`src/rtl/ahb_arb_pkg.sv`:
```
// Shared encodings and payload types for the two-master AHB-Lite arbiter.
package ahb_arb_pkg;

   localparam int unsigned ADDR_W = 32;
   localparam int unsigned DATA_W = 32;
   localparam int unsigned NUM_M  = 2;

   // HTRANS encoding
   typedef enum logic [1:0] {
      HTRANS_IDLE   = 2'd0,
      HTRANS_BUSY   = 2'd1,
      HTRANS_NONSEQ = 2'd2,
      HTRANS_SEQ    = 2'd3
   } htrans_e;

   // HBURST encoding
   typedef enum logic [2:0] {
      HBURST_SINGLE = 3'd0,
      HBURST_INCR   = 3'd1,
      HBURST_WRAP4  = 3'd2,
      HBURST_INCR4  = 3'd3,
      HBURST_WRAP8  = 3'd4,
      HBURST_INCR8  = 3'd5,
      HBURST_WRAP16 = 3'd6,
      HBURST_INCR16 = 3'd7
   } hburst_e;

   // Master indices, matching the width of GRANT
   localparam logic M0 = 1'b0;
   localparam logic M1 = 1'b1;

   // One master's address-phase bundle
   typedef struct packed {
      logic              hsel;
      logic [1:0]        htrans;
      logic [ADDR_W-1:0] haddr;
      logic              hwrite;
      logic [2:0]        hsize;
      logic [2:0]        hburst;
      logic [3:0]        hprot;
      logic              hmastlock;
   } ahb_addr_t;

   // A transfer is being requested when HTRANS is NONSEQ or SEQ
   function automatic logic htrans_active(input logic [1:0] htrans);
      return htrans[1];
   endfunction

endpackage

```
`src/rtl/ahb_arb_pick.sv`:
```
// Next-grant decision: hold rules for locked/burst owners, then RR or fixed priority.
module ahb_arb_pick
   import ahb_arb_pkg::*;
#(
   parameter bit ARB_RR = 1'b1
) (
   input  logic       owner_i,
   input  logic [1:0] owner_htrans_i,
   input  logic [2:0] owner_hburst_i,
   input  logic       owner_hmastlock_i,
   input  logic [1:0] req_i,
   output logic       next_grant_c_o
);

   logic other;
   logic hold;

   // The owner keeps the bus through locked sequences and multi-beat bursts
   always_comb begin
      other = ~owner_i;
      hold  = 1'b0;
      if (owner_hmastlock_i && (owner_htrans_i != HTRANS_IDLE)) begin
         hold = 1'b1;
      end
      if ((owner_htrans_i != HTRANS_IDLE) && (owner_hburst_i != HBURST_SINGLE)) begin
         hold = 1'b1;
      end
   end

   // Without a hold, hand over to the other requester (RR) or to the highest priority one
   always_comb begin
      next_grant_c_o = owner_i;
      if (!hold) begin
         if (ARB_RR) begin
            if (req_i[other]) begin
               next_grant_c_o = other;
            end
         end else begin
            if (req_i[M0]) begin
               next_grant_c_o = M0;
            end else if (req_i[M1]) begin
               next_grant_c_o = M1;
            end
         end
      end
   end

endmodule

```
`src/rtl/ahb_apb_master_arbiter.sv`:
```
// Two-master AHB-Lite arbiter/mux feeding the single slave port of the AHB-to-APB bridge.
// The address phase is muxed on GRANT; data-phase signals follow the data-phase owner.
module ahb_apb_master_arbiter
   import ahb_arb_pkg::*;
#(
   parameter bit ARB_RR = 1'b1
) (
   input  logic              HCLK,
   input  logic              HRESETN,
   // master 0
   input  logic              M0_HSEL,
   input  logic [1:0]        M0_HTRANS,
   input  logic [ADDR_W-1:0] M0_HADDR,
   input  logic              M0_HWRITE,
   input  logic [2:0]        M0_HSIZE,
   input  logic [2:0]        M0_HBURST,
   input  logic [3:0]        M0_HPROT,
   input  logic              M0_HMASTLOCK,
   input  logic [DATA_W-1:0] M0_HWDATA,
   output logic [DATA_W-1:0] M0_HRDATA,
   output logic              M0_HREADY,
   output logic              M0_HRESP,
   // master 1
   input  logic              M1_HSEL,
   input  logic [1:0]        M1_HTRANS,
   input  logic [ADDR_W-1:0] M1_HADDR,
   input  logic              M1_HWRITE,
   input  logic [2:0]        M1_HSIZE,
   input  logic [2:0]        M1_HBURST,
   input  logic [3:0]        M1_HPROT,
   input  logic              M1_HMASTLOCK,
   input  logic [DATA_W-1:0] M1_HWDATA,
   output logic [DATA_W-1:0] M1_HRDATA,
   output logic              M1_HREADY,
   output logic              M1_HRESP,
   // bridge slave port
   output logic              S_HSEL,
   output logic [1:0]        S_HTRANS,
   output logic [ADDR_W-1:0] S_HADDR,
   output logic              S_HWRITE,
   output logic [2:0]        S_HSIZE,
   output logic [2:0]        S_HBURST,
   output logic [3:0]        S_HPROT,
   output logic              S_HMASTLOCK,
   output logic [DATA_W-1:0] S_HWDATA,
   output logic              S_HREADYIN,
   input  logic [DATA_W-1:0] S_HRDATA,
   input  logic              S_HREADYOUT,
   input  logic              S_HRESP,
   // debug
   output logic              GRANT
);

   logic      grant_q,  grant_d;
   logic      dvalid_q, dvalid_d;
   logic      downer_q, downer_d;

   ahb_addr_t m0_addr_c;
   ahb_addr_t m1_addr_c;
   ahb_addr_t own_addr_c;
   logic      s_hsel_c;
   logic [1:0] s_htrans_c;
   logic [1:0] req_c;
   logic [1:0] hready_c;
   logic [1:0] hresp_c;
   logic      next_grant_c;

   // Bundle each master's address phase and select the granted one
   always_comb begin
      m0_addr_c.hsel      = M0_HSEL;
      m0_addr_c.htrans    = M0_HTRANS;
      m0_addr_c.haddr     = M0_HADDR;
      m0_addr_c.hwrite    = M0_HWRITE;
      m0_addr_c.hsize     = M0_HSIZE;
      m0_addr_c.hburst    = M0_HBURST;
      m0_addr_c.hprot     = M0_HPROT;
      m0_addr_c.hmastlock = M0_HMASTLOCK;
      m1_addr_c.hsel      = M1_HSEL;
      m1_addr_c.htrans    = M1_HTRANS;
      m1_addr_c.haddr     = M1_HADDR;
      m1_addr_c.hwrite    = M1_HWRITE;
      m1_addr_c.hsize     = M1_HSIZE;
      m1_addr_c.hburst    = M1_HBURST;
      m1_addr_c.hprot     = M1_HPROT;
      m1_addr_c.hmastlock = M1_HMASTLOCK;
      own_addr_c          = (grant_q == M1) ? m1_addr_c : m0_addr_c;
   end

   assign req_c[M0] = M0_HSEL & htrans_active(M0_HTRANS);
   assign req_c[M1] = M1_HSEL & htrans_active(M1_HTRANS);

   // A non-selected owner presents IDLE; reset parks the slave port idle
   assign s_hsel_c   = HRESETN & own_addr_c.hsel;
   assign s_htrans_c = s_hsel_c ? own_addr_c.htrans : HTRANS_IDLE;

   assign S_HSEL      = s_hsel_c;
   assign S_HTRANS    = s_htrans_c;
   assign S_HADDR     = own_addr_c.haddr;
   assign S_HWRITE    = own_addr_c.hwrite;
   assign S_HSIZE     = own_addr_c.hsize;
   assign S_HBURST    = own_addr_c.hburst;
   assign S_HPROT     = own_addr_c.hprot;
   assign S_HMASTLOCK = own_addr_c.hmastlock;
   assign S_HWDATA    = (downer_q == M1) ? M1_HWDATA : M0_HWDATA;
   assign S_HREADYIN  = S_HREADYOUT;

   ahb_arb_pick #(
      .ARB_RR (ARB_RR)
   ) u_pick (
      .owner_i           (grant_q),
      .owner_htrans_i    (own_addr_c.htrans),
      .owner_hburst_i    (own_addr_c.hburst),
      .owner_hmastlock_i (own_addr_c.hmastlock),
      .req_i             (req_c),
      .next_grant_c_o    (next_grant_c)
   );

   // Per-master ready/response: data owner sees the bridge, waiting requester is stalled
   always_comb begin
      hready_c = 2'b11;
      hresp_c  = 2'b00;
      for (int unsigned n = 0; n < NUM_M; n++) begin
         if (!HRESETN) begin
            hready_c[n] = 1'b1;
            hresp_c[n]  = 1'b0;
         end else if (dvalid_q && (downer_q == 1'(n))) begin
            hready_c[n] = S_HREADYOUT;
            hresp_c[n]  = S_HRESP;
         end else if ((grant_q != 1'(n)) && req_c[n]) begin
            hready_c[n] = 1'b0;
         end else if (grant_q == 1'(n)) begin
            hready_c[n] = S_HREADYOUT;
         end
      end
   end

   assign M0_HREADY = hready_c[M0];
   assign M1_HREADY = hready_c[M1];
   assign M0_HRESP  = hresp_c[M0];
   assign M1_HRESP  = hresp_c[M1];
   assign M0_HRDATA = S_HRDATA;
   assign M1_HRDATA = S_HRDATA;
   assign GRANT     = grant_q;

   // Grant and data-phase tracking only move when the bridge accepts a phase
   always_comb begin
      grant_d  = grant_q;
      dvalid_d = dvalid_q;
      downer_d = downer_q;
      if (S_HREADYOUT) begin
         grant_d  = next_grant_c;
         dvalid_d = s_hsel_c & htrans_active(s_htrans_c);
         downer_d = grant_q;
      end
   end

   // Arbiter state registers
   always_ff @(posedge HCLK or negedge HRESETN) begin
      if (!HRESETN) begin
         grant_q  <= M0;
         dvalid_q <= 1'b0;
         downer_q <= M0;
      end else begin
         grant_q  <= grant_d;
         dvalid_q <= dvalid_d;
         downer_q <= downer_d;
      end
   end

endmodule

```
`config.mk`:
```
export PLATFORM = sky130hd
export DESIGN_NAME = ahb_apb_master_arbiter
export DESIGN_NICKNAME = d
export VERILOG_FILES = /design/src/rtl/ahb_arb_pkg.sv /design/src/rtl/ahb_arb_pick.sv /design/src/rtl/ahb_apb_master_arbiter.sv
export SDC_FILE = /design/constraint.sdc
export NUM_CORES = 1
export LEC_CHECK = 0
export ABC_AREA = 1
export CAP_MARGIN = 20
export CORE_AREA = 2 2 132 134
export DETAILED_ROUTE_END_ITERATION = 10
export DIE_AREA = 0 0 134 136
export PLACE_DENSITY = 0.61
export REMOVE_ABC_BUFFERS = 1
export SLEW_MARGIN = 30
export SYNTH_ARGS = -nofsm -noshare
export SYNTH_HDL_FRONTEND = slang
export SYNTH_HIERARCHICAL = 1
export SYNTH_SLANG_ARGS = --single-unit
```
`constraint.sdc`:
```
create_clock -name HCLK -period 2.5 [get_ports HCLK]
set_clock_uncertainty 0.15 [all_clocks]
set_input_delay 0.5 -clock HCLK [delete_from_list [all_inputs] [get_ports HCLK]]
set_output_delay 0.5 -clock HCLK [all_outputs]
set_load 0.02 [all_outputs]
```
==> results by group <==
GRT
  – Largest net degree at the start of global routing: 47
  – Initial antenna violation count: 0
  – Total GRT Usage: 0.105
  – First-pass GRT wire length: 14700 µm
  – Global route total overflow: 0
  – Vias in the first global route: 2599

Detailed routing
  – Routed wire per std cell: 13.7 µm
  – Via density: 3.70
  – Total wire length: 10500 µm
  – Initial DRC Count: 57
  – Drt drc: 0
  – Via count: 2839
  – Post-route ant nets: 0
  – Router iterations before antenna repair: 4

CTS
  – CTS tree: yes
  – Sink Count: 3
  – H-Tree Depth: 1
  – Hold Buf Count CTS: 0
  – Clock root buffer: clkbuf_16
  – CTS max path bufs: 2
  – Clock Pin Slew Worst Setup and Hold Paths: roughly 30 ps
  – CTS Buf Count: 3
  – Clock Latency Late Sink: 220 ps

Pwr
  – Power Dens Cells: 708 nW/µm²
  – Sw Pwr: between 1 and 1.5 mW
  – Sw Share: 0.489
  – Share of power burned in registers: 0.029
  – VDD IR max: just over 0.3 mV
  – Leak pwr: between 1.5 and 2 nW
  – Clk pwr share: 0.087
  – Logic pwr share: 0.884
  – Internal cell power: 1.49 mW

Min path
  – HP Start: dvalid_q
  – Worst Hold Path EP: dvalid_q
  – Hold-critical path depth: 2
  – Hold Path Class: reg2reg

Place
  – DP HPWL: 8860 µm
  – Routability congestion estimate: 0.728
  – Placed Area: 4030 µm²
  – Post-place setup slack: -193 ps
  – Port Buffers: 246

Timing
  – Fin Setup TNS: 0 ps
  – Slew Viols, Final: 0
  – Maximum clock frequency: 413 MHz
  – Pin slew with the least headroom to its limit: 266 ps
  – Clock period minus worst slack: 2420 ps
  – Rel. slew slack: 0.822
  – Final hold vios: 0
  – Setup violators final: 0
  – Final worst slack: 76.9 ps
  – Hold WS: 367 ps
  – Final Cycle Share: 0.969
  – RSZ-0062 raised after global routing: no

Synth
  – Register bit total from synthesis: 3
  – Synth cell types: 19
  – Synth Instances: 405
  – Post-Syn Area: 2050 µm²
  – Post-synthesis mux area share: 0
  – Synth Area in Adders: 0
  – Syn avg cell area: between 5 and 6 µm²
  – Syn. warnings: 6
  – Post-synthesis xor/xnor area fraction: 0
  – Simple logic cell fraction of the synthesized area: 0.478
  – Cell taking the most area after synthesis: nand2_1
  – Synth top area share: 0.453
  – Synth area leaders: nand2_1 (45%), buf_4 (41%), dfrtp_1 (3.7%)
  – Main combinational cell family by area after synthesis: simple AND/OR/NAND/NOR gates
  – Compound-gate portion of the synthesized area: 0.0250
  – Seq/Total Area, Yosys: 0.0366

Setup path
  – Worst reg2reg path depth: 10
  – Worst EP arrival: 1770 ps
  – WS Path Type: in2out
  – Startpoint type of the worst setup path: input pin
  – Critical Path RT: 1850 ps
  – Worst r2r dst: GRANT
  – Setup crit end kind: primary output
  – Max Fanout on Critical Path: 7
  – Reg-to-reg slack, setup: just over 700 ps
  – R2r startpoint: GRANT

Outcome
  – Status: finished, final reports clean

Layout
  – Final Cell Area: between 4000 and 5000 µm²
  – Share of layout cells above drive strength 1: 0.0369
  – Most frequent cells in the layout: nand2_1 (248), clkdlybuf4s50_1 (235), inv_1 (9)
  – Inserted Diodes: 0
  – Most common cell after layout, fill and taps aside: nand2_1
  – Layout Nets: 737
  – Area delta synth->final: 99.9%

Floorplanning
  – Die X-Extent: 134 µm
  – IO Count: 343
  – # rows: 48
  – Total Die Area: 18200 µm²
  – CORE AREA: approximately 17000 µm²
  – Die H: 136 µm
  – Initial Util: 0.122

Flow run
  – Max Cap Viol: 0
-- sequential cells by signal, summed over array words and instances (netlist names) --
name      count
GRANT         1
downer_q      1
dvalid_q      1
-- cell families after synthesis --
logic type,count (synthesis)
compound gates,9
buf+inv,135
flops,3
simple gates,258
-- layer usage --
layer | global-route usage | part of all wire
met5 | 0.0611 | 0.0091
met4 | 0.0124 | 0.0040
met3 | 0.0884 | 0.21
met2 | 0.150 | 0.39
met1 | 0.118 | 0.38
-- cell usage after synthesis (all sizes together) --
library cell and count:
dfrtp 3, nand2 248, nand3 1, clkbuf 1
buf 123, nor3 2, nand4 1, o21ai 5
a21oi 3, o211ai 1, inv 11, or2 3
nor2 3
-- per-stage QoR --
stage                     total power [mW]  std cells  utilization
after CTS                             2.96        767        0.243
after global placement                2.71        763        0.239
after floorplan                       1.27        281            -
final                                 2.91        767        0.243
after global routing                  3.13        767        0.243
after detailed placement              2.70        763        0.239
-- worst max-delay path, stage by stage --
cell and delay (ps):
clkdlybuf4s50_1 500, buf_4 160, clkdlybuf4s50_1 610
-- power by group through the flow --
stage | combinational, mW | clock (mW) | sequential [mW]
detailed placement | 2.62 | 0 | 0.0845
global route | 2.78 | 0.265 | 0.0869
floorplan | 1.10 | 0 | 0.172
finish | 2.57 | 0.253 | 0.0843
CTS | 2.61 | 0.261 | 0.0848
global placement | 2.62 | 0 | 0.0846
-- how the worst max path moves through the flow --
stage | startpoint | to | slack [ps] | depth (start not counted)
after floorplan | GRANT | GRANT | -460 | 9
after global placement | HRESETN | S_HTRANS[1] | -180 | 6
after detailed placement | HRESETN | S_HTRANS[1] | -190 | 6
after CTS | M0_HTRANS[1] | M0_HREADY | 10 | 5
after global routing | GRANT | S_HWRITE | 5 | 5
final | S_HREADYOUT | S_HREADYIN | 80 | 3
-- final cells by class --
class | instances | area (µm²)
fillers | 1885 | 12800
repair buffers | 257 | 2590
multi-input cells | 267 | 1030
well taps | 225 | 282
clock buffers | 4 | 78.8
flip-flops and latches | 3 | 76.3
inverters | 11 | 41.3
-- timing repair --
action                     CTS  global route
resized for setup            7             4
setup buffers                0             0
setup endpoints to repair    7             4
No activity file was read; power rests on OpenSTA's default activity.
